### src/rtl/uart_receiver_if.sv
// uart_receiver_if: serial line plus valid/ready byte output and error pulses of the UART receiver
interface uart_receiver_if #(parameter int DATA_WIDTH = 8);
  logic rx_in;
  logic rx_ready;
  logic [DATA_WIDTH-1:0] rx_data;
  logic rx_valid;
  logic frame_err;
  logic overrun_err;
  logic rx_busy;
  modport master(input rx_in, rx_ready, output rx_data, rx_valid, frame_err, overrun_err, rx_busy);
  modport slave(output rx_in, rx_ready, input rx_data, rx_valid, frame_err, overrun_err, rx_busy);
endinterface

### src/rtl/uart_receiver.sv
// uart_receiver: 8N1 UART receive path with oversampling and a valid/ready holding register; define RX_MAJORITY_VOTE_EN for 3-tick majority sampling
module uart_receiver #(
  parameter int BAUD_RATE  = 1156000,
  parameter int CLOCK_FREQ = 75000000,
  parameter int DATA_WIDTH = 8,
  parameter int OVERSAMPLE = 16
) (
  input logic r_clk,
  input logic r_rst,
  uart_receiver_if.master rx
);
  localparam int OSR_DIV = (CLOCK_FREQ + BAUD_RATE * OVERSAMPLE / 2) / (BAUD_RATE * OVERSAMPLE);
  localparam int DIV_W = OSR_DIV > 1 ? $clog2(OSR_DIV) : 1;
  localparam int SC_W = $clog2(OVERSAMPLE);
  localparam int BC_W = $clog2(DATA_WIDTH) + 1;
  typedef enum logic [1:0] {IDLE, START, DATA, STOP} state_t;
  state_t state;
  logic s1, rx_s, os_tick, samp;
  logic [DIV_W-1:0] div_cnt;
  logic [SC_W-1:0] sample_cnt;
  logic [BC_W-1:0] bit_cnt;
  logic [DATA_WIDTH-1:0] shreg;
  assign os_tick = div_cnt == DIV_W'(OSR_DIV - 1);
`ifdef RX_MAJORITY_VOTE_EN
  logic [1:0] hist;
  always_ff @(posedge r_clk) hist <= !r_rst ? 2'b11 : os_tick ? {hist[0], rx_s} : hist;
  assign samp = (rx_s & hist[0]) | (rx_s & hist[1]) | (hist[0] & hist[1]);
`else
  assign samp = rx_s;
`endif
  always_ff @(posedge r_clk) begin
    if (!r_rst) begin
      s1             <= 1'b1;
      rx_s           <= 1'b1;
      state          <= IDLE;
      div_cnt        <= '0;
      sample_cnt     <= '0;
      bit_cnt        <= '0;
      shreg          <= '0;
      rx.rx_data     <= '0;
      rx.rx_valid    <= 1'b0;
      rx.frame_err   <= 1'b0;
      rx.overrun_err <= 1'b0;
      rx.rx_busy     <= 1'b0;
    end else begin
      s1             <= rx.rx_in;
      rx_s           <= s1;
      rx.frame_err   <= 1'b0;
      rx.overrun_err <= 1'b0;
      if (rx.rx_valid && rx.rx_ready) rx.rx_valid <= 1'b0;
      div_cnt <= (state == IDLE || os_tick) ? '0 : div_cnt + 1'b1;
      if (os_tick && state != IDLE) sample_cnt <= sample_cnt + 1'b1;
      case (state)
        IDLE: if (!rx_s) begin
          state      <= START;
          sample_cnt <= '0;
          bit_cnt    <= '0;
          rx.rx_busy <= 1'b1;
        end
        START: if (os_tick && sample_cnt == SC_W'(OVERSAMPLE / 2 - 1)) begin
          sample_cnt <= '0;
          state      <= samp ? IDLE : DATA;
          rx.rx_busy <= !samp;
        end
        DATA: if (os_tick && sample_cnt == SC_W'(OVERSAMPLE - 1)) begin
          shreg   <= {samp, shreg[DATA_WIDTH-1:1]};
          bit_cnt <= bit_cnt + 1'b1;
          if (bit_cnt == BC_W'(DATA_WIDTH - 1)) state <= STOP;
        end
        STOP: if (os_tick && sample_cnt == SC_W'(OVERSAMPLE - 1)) begin
          // back to IDLE mid stop bit so a following start edge is not missed
          state      <= IDLE;
          rx.rx_busy <= 1'b0;
          if (!samp) rx.frame_err <= 1'b1;
          else if (!rx.rx_valid || rx.rx_ready) begin
            rx.rx_data  <= shreg;
            rx.rx_valid <= 1'b1;
          end else rx.overrun_err <= 1'b1;
        end
        default: state <= IDLE;
      endcase
    end
  end
endmodule
### src/flat_wrapper.sv
// flat-port wrapper written by rule: the top's interface ports become plain ports
module uart_receiver_flat 
#(
  parameter int BAUD_RATE  = 1156000,
  parameter int CLOCK_FREQ = 75000000,
  parameter int DATA_WIDTH = 8,
  parameter int OVERSAMPLE = 16
)
  (r_clk, r_rst, rx_rx_in, rx_rx_ready, rx_rx_data, rx_rx_valid, rx_frame_err, rx_overrun_err, rx_rx_busy);
  uart_receiver_if #(.DATA_WIDTH(DATA_WIDTH)) rx_i ();
  input logic r_clk;
  input logic r_rst;
  input wire logic [$bits(rx_i.rx_in)-1:0] rx_rx_in;
  input wire logic [$bits(rx_i.rx_ready)-1:0] rx_rx_ready;
  output wire logic [$bits(rx_i.rx_data)-1:0] rx_rx_data;
  output wire logic [$bits(rx_i.rx_valid)-1:0] rx_rx_valid;
  output wire logic [$bits(rx_i.frame_err)-1:0] rx_frame_err;
  output wire logic [$bits(rx_i.overrun_err)-1:0] rx_overrun_err;
  output wire logic [$bits(rx_i.rx_busy)-1:0] rx_rx_busy;
  assign rx_i.rx_in = rx_rx_in;
  assign rx_i.rx_ready = rx_rx_ready;
  assign rx_rx_data = rx_i.rx_data;
  assign rx_rx_valid = rx_i.rx_valid;
  assign rx_frame_err = rx_i.frame_err;
  assign rx_overrun_err = rx_i.overrun_err;
  assign rx_rx_busy = rx_i.rx_busy;
  uart_receiver #(.BAUD_RATE(BAUD_RATE), .CLOCK_FREQ(CLOCK_FREQ), .DATA_WIDTH(DATA_WIDTH), .OVERSAMPLE(OVERSAMPLE)) u_core (.r_clk(r_clk), .r_rst(r_rst), .rx(rx_i));
endmodule
### config.mk
export PLATFORM = sky130hd
export DESIGN_NAME = uart_receiver_flat
export DESIGN_NICKNAME = d
export VERILOG_FILES = /design/src/rtl/uart_receiver_if.sv /design/src/rtl/uart_receiver.sv /design/src/flat_wrapper.sv
export SDC_FILE = /design/constraint.sdc
export NUM_CORES = 1
export LEC_CHECK = 0
export BUFFER_PORTS_ARGS = -buffer_cell sky130_fd_sc_hd__buf_2
export CAP_MARGIN = 30
export CORE_MARGIN = 4
export CORE_UTILIZATION = 38
export CTS_CLUSTER_SIZE = 25
export DETAILED_ROUTE_END_ITERATION = 8
export GPL_ROUTABILITY_DRIVEN = 0
export HOLD_SLACK_MARGIN = 0.1
export PLACE_DENSITY = 0.66
export SYNTH_ARGS = -nofsm -noshare
export SYNTH_HDL_FRONTEND = slang
export SYNTH_SLANG_ARGS = --single-unit
### constraint.sdc
create_clock -name r_clk -period 2.1 [get_ports r_clk]
set_clock_uncertainty 0.2 [all_clocks]
set_input_delay 0.105 -clock r_clk [delete_from_list [all_inputs] [get_ports r_clk]]
set_output_delay 0.105 -clock r_clk [all_outputs]
set_load 0.1 [all_outputs]
* After elaboration in Yosys (flattened, before gate mapping)
Index checks and enable logic that the tools add are counted. W data, S select, Z words.
Storage, ports and cells: register bits after elaboration 34, latch bits 0, bits in writable memories 0, memory bits (read-only) 0, input bits 4, output and inout port bits 12, word-level logic and storage cells 73, memories kept 0
Cells by class: add/sub/neg operators 3, multipliers 0, divide/modulo/power cells 0, $lt $le $gt $ge 0, equal/unequal tests 12, shifts and indexed selects 0, multiplexer cells 25, bitwise gates (word level) 1, reductions and logical operators 20
Operators with widths (count):
- $mux W4 | 5
- $pmux W4 S2 | 2
- $mux W2 | 6
- $reduce_and A4 Y1 | 3
- $mux W1 | 10
- $add A4 B1 Y4 const B | 2
- $eq A4 B3 Y1 const B | 2
- $ne A2 B1 Y1 const B | 4
- $pmux W2 S4 | 1
- $eq A2 B2 Y1 const B | 3
- $reduce_and A3 Y1 | 2
- $reduce_and A5 Y1 | 1
- $eq A4 B4 Y1 const B | 1
- $logic_and A1 B1 Y1 | 4
- $reduce_bool A2 Y1 | 2
- $pmux W1 S3 | 1
- $reduce_bool A3 Y1 | 1
- $add A2 B1 Y2 const B | 1
- $eq A2 B1 Y1 const B | 1
- $logic_not A1 Y1 | 2
- $logic_not A2 Y1 | 1
- $logic_or A1 B1 Y1 | 2
- $ne A2 B2 Y1 const B | 1
- $reduce_and A2 Y1 | 1
- 2 further kinds | 2

* Depth between registers and ports, before layout
Gate-level depths: netlist of the first run.
word-level depth 6, mapped depth 6, depth with buffers taken out 4

* Worst setup path before layout of the first run
No wires, ideal clock.
path type register to register, start reg u_core.rx.rx_valid, end reg u_core.rx.rx_data[0], arrival time 1.527 ns, data required time 1.764 ns, path slack 0.237 ns, stages on the path, launching flop included 4, path buffers 0, cells stage by stage dfxtp_1 > nor2b_1 > nor3_4 > mux2i_1
On the way: longest elaborated chain between the ends 3
Ends and longest elaborated chain:
- start, declared | RTL line uart_receiver_if.sv:10 | modport master(input rx_in, rx_ready, output rx_data, rx_valid, frame_err, overrun_err, rx_busy);
- start signal, assigned | RTL line uart_receiver.sv:41 | rx.rx_valid <= 1'b0;
- start signal, assigned | RTL line uart_receiver.sv:50 | if (rx.rx_valid && rx.rx_ready) rx.rx_valid <= 1'b0;
- start signal, assigned | RTL line uart_receiver.sv:77 | rx.rx_valid <= 1'b1;
- $logic_not A1 Y1 | RTL line uart_receiver.sv:75 | else if (!rx.rx_valid || rx.rx_ready) begin
- $logic_or A1 B1 Y1 | RTL line uart_receiver.sv:75
- $reduce_and A4 Y1 (no line)
- end signal, assigned | RTL line uart_receiver.sv:76 | rx.rx_data <= shreg;
- end, declared | RTL line uart_receiver_if.sv:10
No other way between the ends. A chain may end at the register's enable or synchronous reset.

* Final worst setup path of the first run
start reg u_core.div_cnt[0], end reg u_core.bit_cnt[3]
On the way: longest elaborated chain between the ends 4
Ends and longest elaborated chain:
- start, declared | RTL line uart_receiver.sv:19 | logic [DIV_W-1:0] div_cnt;
- start signal, assigned | RTL line uart_receiver.sv:51 | div_cnt <= (state == IDLE || os_tick) ? '0 : div_cnt + 1'b1;
- $eq A2 B2 Y1 | RTL line uart_receiver.sv:23 | assign os_tick = div_cnt == DIV_W'(OSR_DIV - 1);
- $logic_and A1 B1 Y1 | RTL line uart_receiver.sv:65 | DATA: if (os_tick && sample_cnt == SC_W'(OVERSAMPLE - 1)) begin
- $ne A2 B1 Y1 (no line)
- $reduce_and A3 Y1 (no line)
- end signal, assigned | RTL line uart_receiver.sv:67 | bit_cnt <= bit_cnt + 1'b1;
- end, declared | RTL line uart_receiver.sv:21 | logic [BC_W-1:0] bit_cnt;
No other way between the ends.

==> impl_metrics.toml, run 1 <==
[clock_network]
cts_tree = "yes"
cts_buffers = 5
clockRootBuffer = "clkbuf_8"
clkSinkCount = 34
cts_max_level = 2
clk_latency_ns = 0.28
clk_pin_slew_worst_paths_ns = 0.07
cts_resized = 0
cts_max_path_buffers = 2

[layout]
multi_input_area_um2 = 740.7
final_common_cell = "dfxtp_1"
final_cell_mix = "dfxtp_1 (34), nand2_1 (20), buf_2 (15)"
layout-drive-gt1-share_pct = 16.93
fin_area_um2 = 1773
syn2layout_area_growth_pct = 17.89
nets = 196
fillers = 379
antennaDiodeCount = 0
final-seq-area_um2 = 680.7

[global_route]
grt.met1_usage_pct = 15.22
grt_max_degree = 20
grt_util_met3_pct = 4.119
grt_pass1_vias = 1220
grt_use_total_pct = 13.25
grt-ovfl-total = 0
grt_first_pass_wirelength_mm = 5.388
antenna_found_initial = 0
grt_busiest_layer = "met2"
use_met2_pct = 22.66

[pwr]
power_frac_comb_pct = 4.8
netSwitchingPower_uw = 263.6
p_int_uw = 1053
ir_drop_mv = 0.2904
pwr-share-seq_pct = 49.9
p_leak_uw = 0.0006377
switching_share_pct = 20.02
power_density_nw_per_um2 = 742.7
clockPowerShare_pct = 45.3

[routing]
drc = 0
wirelength_mm = 3.062
num_vias = 1274
wl_per_cell_um = 12.92
final_antenna_net_count = 0
via_per_inst = 5.376
drtIter0Drc = 90
firstDrtPassIters = 4

[timing]
relSlewSlack_pct = 64.92
fin_tns_setup_ns = 0
hold_violations = 0
fmax_mhz = 511.5
grt_setup_unrepaired = "false"
setup_violations = 0
drv_slew = 0
finalCriticalPeriod_ns = 1.955
worst_pin_slew_ns = 0.5193
timing.final.crit_share_pct = 93.09

[logic_synthesis]
ys_types = 43
syn_inst = 171
ys_seq_area_share_pct = 45.26
ys_warn_count = 0
netlist_area_um2 = 1504
synth_nets = 178
syn_avg_cell_area_um2 = 8.795
ys_seq_elements = 34

[setup_path]
cp_cell_sequence = "ha_1 -> nand3_2 -> or4_1 -> a21boi_1"
worstPathMaxFanout = 10
cpLargestDelayFamily = "simple AND/OR/NAND/NOR gates"
critPathArrivalTime_ns = 1.96
critPathRequiredTime_ns = 2.11
setup.worst_path.class = "register to register"
crit_path_end_kind = "register"
start_kind = "register"
critical-path-max-stage-delay_ns = 0.56
crit_buf_inv = 0
critPathSlowestCell = "or4_1"

[placed_design]
portBuffers = 15
hpwl_mm = 2.202
place_area_um2 = 1620

[floorplan]
dieArea_um2 = 5028
rows = 22
pin_count = 16
fp.dieW_um = 70.91
start_util_pct = 40.17
fp.dieH_um = 70.91
coreArea_um2 = 3744

[run]
drv_cap = 0

[status]
status = "finished clean"

[hold_path]
hp-class = "register to register"
[final timing paths]
kind | startpoint | endpoint | slack (ns) | cells past startpoint
max | u_core.div_cnt[0] | u_core.bit_cnt[3] | 0.15 | 4
min | u_core.s1 | u_core.rx_s | 0.22 | 1
max reg2reg | u_core.div_cnt[0] | u_core.bit_cnt[3] | 0.15 | 4
min reg2reg | u_core.s1 | u_core.rx_s | 0.22 | 1
[synthesized netlist by cell type, drive strengths merged]
| cell type | instances | share of area (%) |
|---|---|---|
| o2111ai | 1 | 0.58 |
| nand3b | 2 | 1.0 |
| dfxtp | 34 | 45 |
| nand4b | 1 | 0.58 |
| o221ai | 2 | 1.2 |
| nand4 | 2 | 0.83 |
| nor3 | 3 | 1.7 |
| and3b | 1 | 0.58 |
| buf | 6 | 2.2 |
| a31oi | 1 | 0.42 |
| nand2 | 20 | 5.0 |
| o31a | 2 | 1.2 |
| o21ai | 13 | 4.3 |
| o41ai | 1 | 0.58 |
| nor3b | 1 | 0.50 |
| xor2 | 2 | 1.2 |
| o31ai | 1 | 0.50 |
| clkbuf | 8 | 2.1 |
| o211ai | 1 | 0.50 |
| inv | 5 | 1.2 |
| o21a | 1 | 0.50 |
| or2 | 1 | 0.42 |
| nor4 | 1 | 0.42 |
| nor2b | 2 | 0.83 |
| mux2i | 9 | 6.0 |
| and3 | 2 | 0.92 |
| a21oi | 13 | 4.3 |
| nand3 | 14 | 5.0 |
| xnor2 | 1 | 0.58 |
| nor2 | 5 | 1.2 |
| or3 | 3 | 1.2 |
| nand2b | 2 | 0.83 |
| nor4b | 2 | 1.2 |
| or4 | 1 | 0.50 |
| o311a | 1 | 0.67 |
| a21boi | 3 | 1.5 |
| ha | 3 | 2.5 |
[cell type report]
class / count / share of cell area [%]
Clock buffer: 6 / 4.658
Clock inverter: 1 / 1.694
Inverter: 5 / 1.059
Multi-Input combinational cell: 118 / 41.78
Sequential cell: 34 / 38.39
Tap cell: 48 / 3.387
Timing Repair Buffer: 25 / 9.033
[state kept, by name, summed over array words and instances, names as in the netlist, 2 cells and up, named ones only]
name and cells:
u_core.sample_cnt 4, u_core.bit_cnt 4, u_core.rx.rx_data 8, u_core.div_cnt 2, u_core.shreg 8
[repair_timing]
item / CTS / global route
setup endpoints to repair: 0 / 1
hold endpoints to repair: 8 / 0
buffers inserted: 0 / 0
hold buffers: 4 / 0
[cell families (layout without fill, tap and decap cells)]
group,count (synthesis),in the layout,share of synthesized area (%)
AND/OR/NAND/NOR,63,63,22.80
AO/OA/AOI/OAI,40,40,16.22
flip-flops,34,34,45.26
buffers and inverters,19,37,5.491
multiplexers,9,9,5.990
adder cells (fa/ha/maj),3,3,2.496
XOR/XNOR,3,3,1.747
[power groups by stage]
stage	Clock (uW)	Combinational (uW)	Sequential [uW]
finish	596	63.7	657
global route	637	69.5	657
CTS	614	64.1	657
detailed placement	0	58.1	671
global placement	0	56.7	670
floorplan	0	30.8	684
[stage by stage]
stage	hold slack (ns)	instances	total power, uW	util [%]	worst slack (ns)
5_1_grt	0.2555	237	1364	47.36	0.02164
2_1_floorplan	0.006471	171	715.1	-	0.2372
3_5_place_dp	0.09225	226	729.1	43.28	0.1708
4_1_cts	0.2225	237	1334	47.36	0.1409
3_3_place_gp	0.08562	226	727.0	43.28	0.2413
6_report	0.2157	237	1317	47.36	0.1450
[routing by layer]
metal | wire, um | vias to the layer above
met5 | 0 | -
met4 | 26 | 0
met3 | 170 | 2
met2 | 1529 | 35
met1 | 1335 | 600
li1 | - | 637
Note: power is estimated with default switching activity, not from simulation.
==> inputs of run 2 (changes only) <==
--- a/config.mk
+++ b/config.mk
@@ -7,13 +7,15 @@
 export LEC_CHECK = 0
 export BUFFER_PORTS_ARGS = -buffer_cell sky130_fd_sc_hd__buf_2
 export CAP_MARGIN = 30
+export CELL_PAD_IN_SITES_DETAIL_PLACEMENT = 0
+export CELL_PAD_IN_SITES_GLOBAL_PLACEMENT = 1
 export CORE_MARGIN = 4
-export CORE_UTILIZATION = 38
+export CORE_UTILIZATION = 43
 export CTS_CLUSTER_SIZE = 25
 export DETAILED_ROUTE_END_ITERATION = 8
 export GPL_ROUTABILITY_DRIVEN = 0
 export HOLD_SLACK_MARGIN = 0.1
-export PLACE_DENSITY = 0.66
+export PLACE_DENSITY = 0.87
 export SYNTH_ARGS = -nofsm -noshare
 export SYNTH_HDL_FRONTEND = slang
 export SYNTH_SLANG_ARGS = --single-unit
==> run 2 against run 1 <==
Against the previous run: sequential share of layout area rose by 0.30 points; fmax up 0.84%; cell area fell by 0.78%; via count decreased by 0.24%; first-iteration DRC count fell by 12%; combinational power fell by 2%; global-route usage up 2.6 points; register-to-register slack improved by 0.02 ns; die area fell by 10%; critical path type unchanged.
==> impl_metrics.toml, run 2 (synthesis gave the netlist of run 1 again) <==
[status]
status = "finished clean"

[pwr]
power_density_nw_per_um2 = 756.3
finalPower_uw = 1330
ir_drop_mv = 0.3368
p_leak_uw = 0.0006274

[timing]
drv_slew = 0
setup_violations = 0
hold_violations = 0
finalCriticalPeriod_ns = 1.939
worst_pin_slew_ns = 0.5210
relSlewSlack_pct = 65.22
fin_tns_setup_ns = 0
timing.final.crit_share_pct = 92.32
grt_setup_unrepaired = "false"
fmax_mhz = 515.8

[clock_network]
cts_buffers = 5
clkSinkCount = 34
cts_tree = "yes"
clk_latency_ns = 0.35
clk_pin_slew_worst_paths_ns = 0.11
cts_max_level = 2
cts_max_path_buffers = 2
post_cts_buffers = 0
clockRootBuffer = "clkbuf_4"

[placed_design]
place_area_um2 = 1610
portBuffers = 15
placed_cells_incl_taps = 223
hpwl_mm = 2.043

[routing]
final_antenna_net_count = 0
wirelength_mm = 3.109
drtIter0Drc = 79
firstDrtPassIters = 4
num_vias = 1271
wl_per_cell_um = 13.23
drc = 0
via_per_inst = 5.409

[setup_path]
critPathRequiredTime_ns = 2.18
critPathSlowestCell = "or4_1"
r2r-start = "u_core.sample_cnt[0]"
worstPathMaxFanout = 14
critPathArrivalTime_ns = 2.02
cp-startpoint = "u_core.sample_cnt[0]"
start_kind = "register"
cpLargestDelayFamily = "simple AND/OR/NAND/NOR gates"
crit_path_end_kind = "register"
cp_cell_sequence = "ha_1 -> nand3_2 -> or4_1 -> a21boi_1"
setup.worst_path.class = "register to register"
critical-path-max-stage-delay_ns = 0.57
crit_buf_inv = 0

[layout]
syn2layout_area_growth_pct = 16.97
nets = 195
multi_input_area_um2 = 743.2
top_regs = "u_core.rx.rx_data: 8 flops, u_core.shreg: 8 flops"
final_cell_mix = "dfxtp_1 (34), nand2_1 (20), buf_2 (15)"
antennaDiodeCount = 0
layout-drive-gt1-share_pct = 17.46
stdcell_count = 235
final-seq-area_um2 = 680.7
final_common_cell = "dfxtp_1"
fillers = 326
fin_area_um2 = 1759

[hold_path]
hp-class = "register to register"
hp-start = "u_core.s1"

[floorplan]
fp.dieH_um = 67.14
fp.dieW_um = 67.14
coreArea_um2 = 3363
rows = 21
dieArea_um2 = 4508
pin_count = 16
start_util_pct = 44.72

[global_route]
antenna_found_initial = 0
grt-ovfl-total = 0
grt_pass1_vias = 1169
grt_first_pass_wirelength_mm = 5.388
grt_use_total_pct = 15.89
grt_max_degree = 25

[run]
drv_cap = 0
run 2: cell types whose count changed in the layout (fill, tap and decap cells not counted):
| cell | change |
|---|---|
| ha_2 | +1 |
| ha_1 | -1 |
| clkbuf_8 | -6 |
| buf_4 | -1 |
| clkbuf_4 | +5 |
| bufinv_16 | +1 |
| clkinv_4 | +1 |
run 2: timing repair:
item,4_1_cts,5_1_grt
resized for setup,0,1
hold buffers,4,0
endpoints found under the setup margin,0,4
endpoints found under the hold margin,28,0
run 2: final cells by class:
class	instances	area share, %
sequential	34	38.69
clock buffer	5	2.134
multi-input combinational	118	42.25
tap	46	3.272
inverter	5	1.067
timing repair buffer	24	8.677
clock inverter	3	3.912
run 2: path summary, 6_finish.rpt:
check	end	cells past startpoint	slack, ns
setup / recovery	u_core.bit_cnt[3]	4	0.16
hold / removal	u_core.rx_s	1	0.22
hold reg to reg	u_core.rx_s	1	0.22
setup reg to reg	u_core.bit_cnt[3]	4	0.16
run 2: stage by stage:
| step | util (%) | hold slack (ns) | setup WS (ns) |
|---|---|---|---|
| finish | 52.31 | 0.2218 | 0.1613 |
| global placement | 47.88 | 0.09037 | 0.2019 |
| CTS | 52.23 | 0.2234 | 0.04199 |
| global route | 52.31 | 0.2527 | 0.009707 |
| floorplan | - | 0.006471 | 0.2372 |
| detailed placement | 47.88 | 0.09320 | 0.07934 |
run 2: layer usage:
layer	wire, um	track usage, %
met1	1511	19.86
met2	1383	24.79
met3	157	5.491
met4	57	6.835
met5	0	0
run 2: where the power goes:
part           leakage, uW  total [uW]  internal (uW)  switching (uW)
Clock            0.0000554         611            372             239
Combinational     0.000297        62.7           22.1            40.5
Sequential        0.000275         657            650            6.18
Total             0.000627        1330           1040             286
==> inputs of run 3 (changes only) <==
--- a/config.mk
+++ b/config.mk
@@ -9,13 +9,14 @@
 export CAP_MARGIN = 30
 export CELL_PAD_IN_SITES_DETAIL_PLACEMENT = 0
 export CELL_PAD_IN_SITES_GLOBAL_PLACEMENT = 1
-export CORE_MARGIN = 4
-export CORE_UTILIZATION = 43
+export CORE_MARGIN = 2
+export CORE_UTILIZATION = 45
+export CTS_BUF_LIST = sky130_fd_sc_hd__clkbuf_8
 export CTS_CLUSTER_SIZE = 25
 export DETAILED_ROUTE_END_ITERATION = 8
 export GPL_ROUTABILITY_DRIVEN = 0
 export HOLD_SLACK_MARGIN = 0.1
-export PLACE_DENSITY = 0.87
+export PLACE_DENSITY = 0.9
 export SYNTH_ARGS = -nofsm -noshare
 export SYNTH_HDL_FRONTEND = slang
 export SYNTH_SLANG_ARGS = --single-unit
==> run 3 against run 2 <==
Against the previous run: die area down 15%; largest power group unchanged; clock power down 2%; largest cell class unchanged; core utilization up 4.3 points.
==> impl_metrics.toml, run 3 (synthesis gave the netlist of run 1 again) <==
[clock_network]
cts_buffers = 5
cts_tree = "yes"
clk_latency_ns = 0.28
cts_max_path_buffers = 2
clk_pin_slew_worst_paths_ns = 0.06
cts_max_level = 2
clockRootBuffer = "clkbuf_8"
clkSinkCount = 34

[routing]
firstDrtPassIters = 4
via_per_inst = 5.453
wl_per_cell_um = 12.76
drtIter0Drc = 45
final_antenna_net_count = 0
drc = 0
wirelength_mm = 2.961
num_vias = 1265

[global_route]
grt-ovfl-total = 0
grt_pass1_vias = 1173
antenna_found_initial = 0
grt_first_pass_wirelength_mm = 5.264
grt_max_degree = 22
grt_use_total_pct = 18.62

[hold_path]
hp-class = "register to register"

[pwr]
power_density_nw_per_um2 = 746.2
ir_drop_mv = 0.3391
p_leak_uw = 0.0006321

[floorplan]
rows = 20
pin_count = 16
coreArea_um2 = 3128
fp.dieW_um = 61.81
start_util_pct = 48.08
dieArea_um2 = 3820
fp.dieH_um = 61.81

[setup_path]
start_kind = "register"
setup.worst_path.class = "register to register"
worstPathMaxFanout = 8
cpLargestDelayFamily = "simple AND/OR/NAND/NOR gates"
critPathSlowestCell = "nor3_4"
cp_cell_sequence = "ha_1 -> nand4_1 -> nor3_4 -> mux2i_1"
critPathRequiredTime_ns = 2.11
critPathArrivalTime_ns = 1.88
critical-path-max-stage-delay_ns = 0.45
crit_path_end_kind = "register"
crit_buf_inv = 0

[placed_design]
placed_cells_incl_taps = 221
portBuffers = 15
hpwl_mm = 2.051
place_area_um2 = 1608

[run]
drv_cap = 0

[layout]
final_common_cell = "dfxtp_1"
top_regs = "u_core.rx.rx_data: 8 flops, u_core.shreg: 8 flops"
syn2layout_area_growth_pct = 17.72
final_cell_mix = "dfxtp_1 (34), nand2_1 (20), buf_2 (15)"
stdcell_count = 232
fin_area_um2 = 1770
antennaDiodeCount = 0
layout-drive-gt1-share_pct = 17.55
final_util_pct = 56.60
nets = 195

[timing]
hold_violations = 0
finalCriticalPeriod_ns = 1.866
worst_pin_slew_ns = 0.4821
relSlewSlack_pct = 67.75
fmax_mhz = 535.9
timing.final.crit_share_pct = 88.85
grt_setup_unrepaired = "false"
fin_tns_setup_ns = 0
drv_slew = 0
setup_violations = 0

[status]
status = "finished clean"
## run 3: cell types whose count changed in the layout (fill, tap and decap cells not counted)
cell	delta
o41ai_2	+1
clkbuf_4	-5
clkinv_4	-1
clkbuf_8	+6
bufinv_16	-1
o41ai_1	-1
## run 3: layout make-up
class / instances / area [um2]
multi-input cells: 118 / 750.7
fillers: 285 / 1358
inverters: 5 / 18.77
repair buffers: 24 / 152.6
clock inverters: 1 / 30.03
clock buffers: 6 / 82.58
flip-flops and latches: 34 / 680.7
well taps: 44 / 55.05
## run 3: metal layers
| layer | global-route usage, % | vias to the layer above | wire [um] |
|---|---|---|---|
| li1 | - | 640 | - |
| met1 | 24.49 | 593 | 1501 |
| met2 | 28.87 | 26 | 1303 |
| met3 | 6.418 | 6 | 119 |
| met4 | 5.775 | 0 | 38 |
| met5 | 0 | - | 0 |
## run 3: worst paths after layout
kind / startpoint / endpoint / slack (ns) / cells after the start
worst min register to register: u_core.s1 / u_core.rx_s / 0.21 / 1
worst max register to register: u_core.sample_cnt[0] / u_core.rx.rx_data[0] / 0.23 / 4
worst max-delay path: u_core.sample_cnt[0] / u_core.rx.rx_data[0] / 0.23 / 4
worst min-delay path: u_core.s1 / u_core.rx_s / 0.21 / 1
## run 3: where the power goes
part / internal, uW / switching [uW] / total, uW
combinational: 22.7 / 40.5 / 63.2
clock: 379 / 221 / 601
sequential: 651 / 6.61 / 657
total: 1050 / 268 / 1320
## run 3: repair_timing
action / CTS / global route
setup endpoints to repair: 0 / 11
hold endpoints to repair: 10 / 0
setup buffers: 0 / 0
hold buffers: 4 / 0
gates resized for setup: 0 / 2
## run 3: per-stage QoR
stage | hold WS [ns] | power, uW | setup slack (ns)
after floorplan | 0.006471 | 715.1 | 0.2372
after global placement | 0.08657 | 726.6 | 0.2292
after detailed placement | 0.09092 | 728.0 | 0.1397
after CTS | 0.2102 | 1330 | 0.1339
after global routing | 0.2264 | 1364 | 0.06988
final | 0.2112 | 1321 | 0.2341
## run 3: worst register-to-register path: stages, from the launching register on
cell and delay [ns]:
dfxtp_1 0.41, ha_1 0.28, nand4_1 0.21, nor3_4 0.45
mux2i_1 0.24
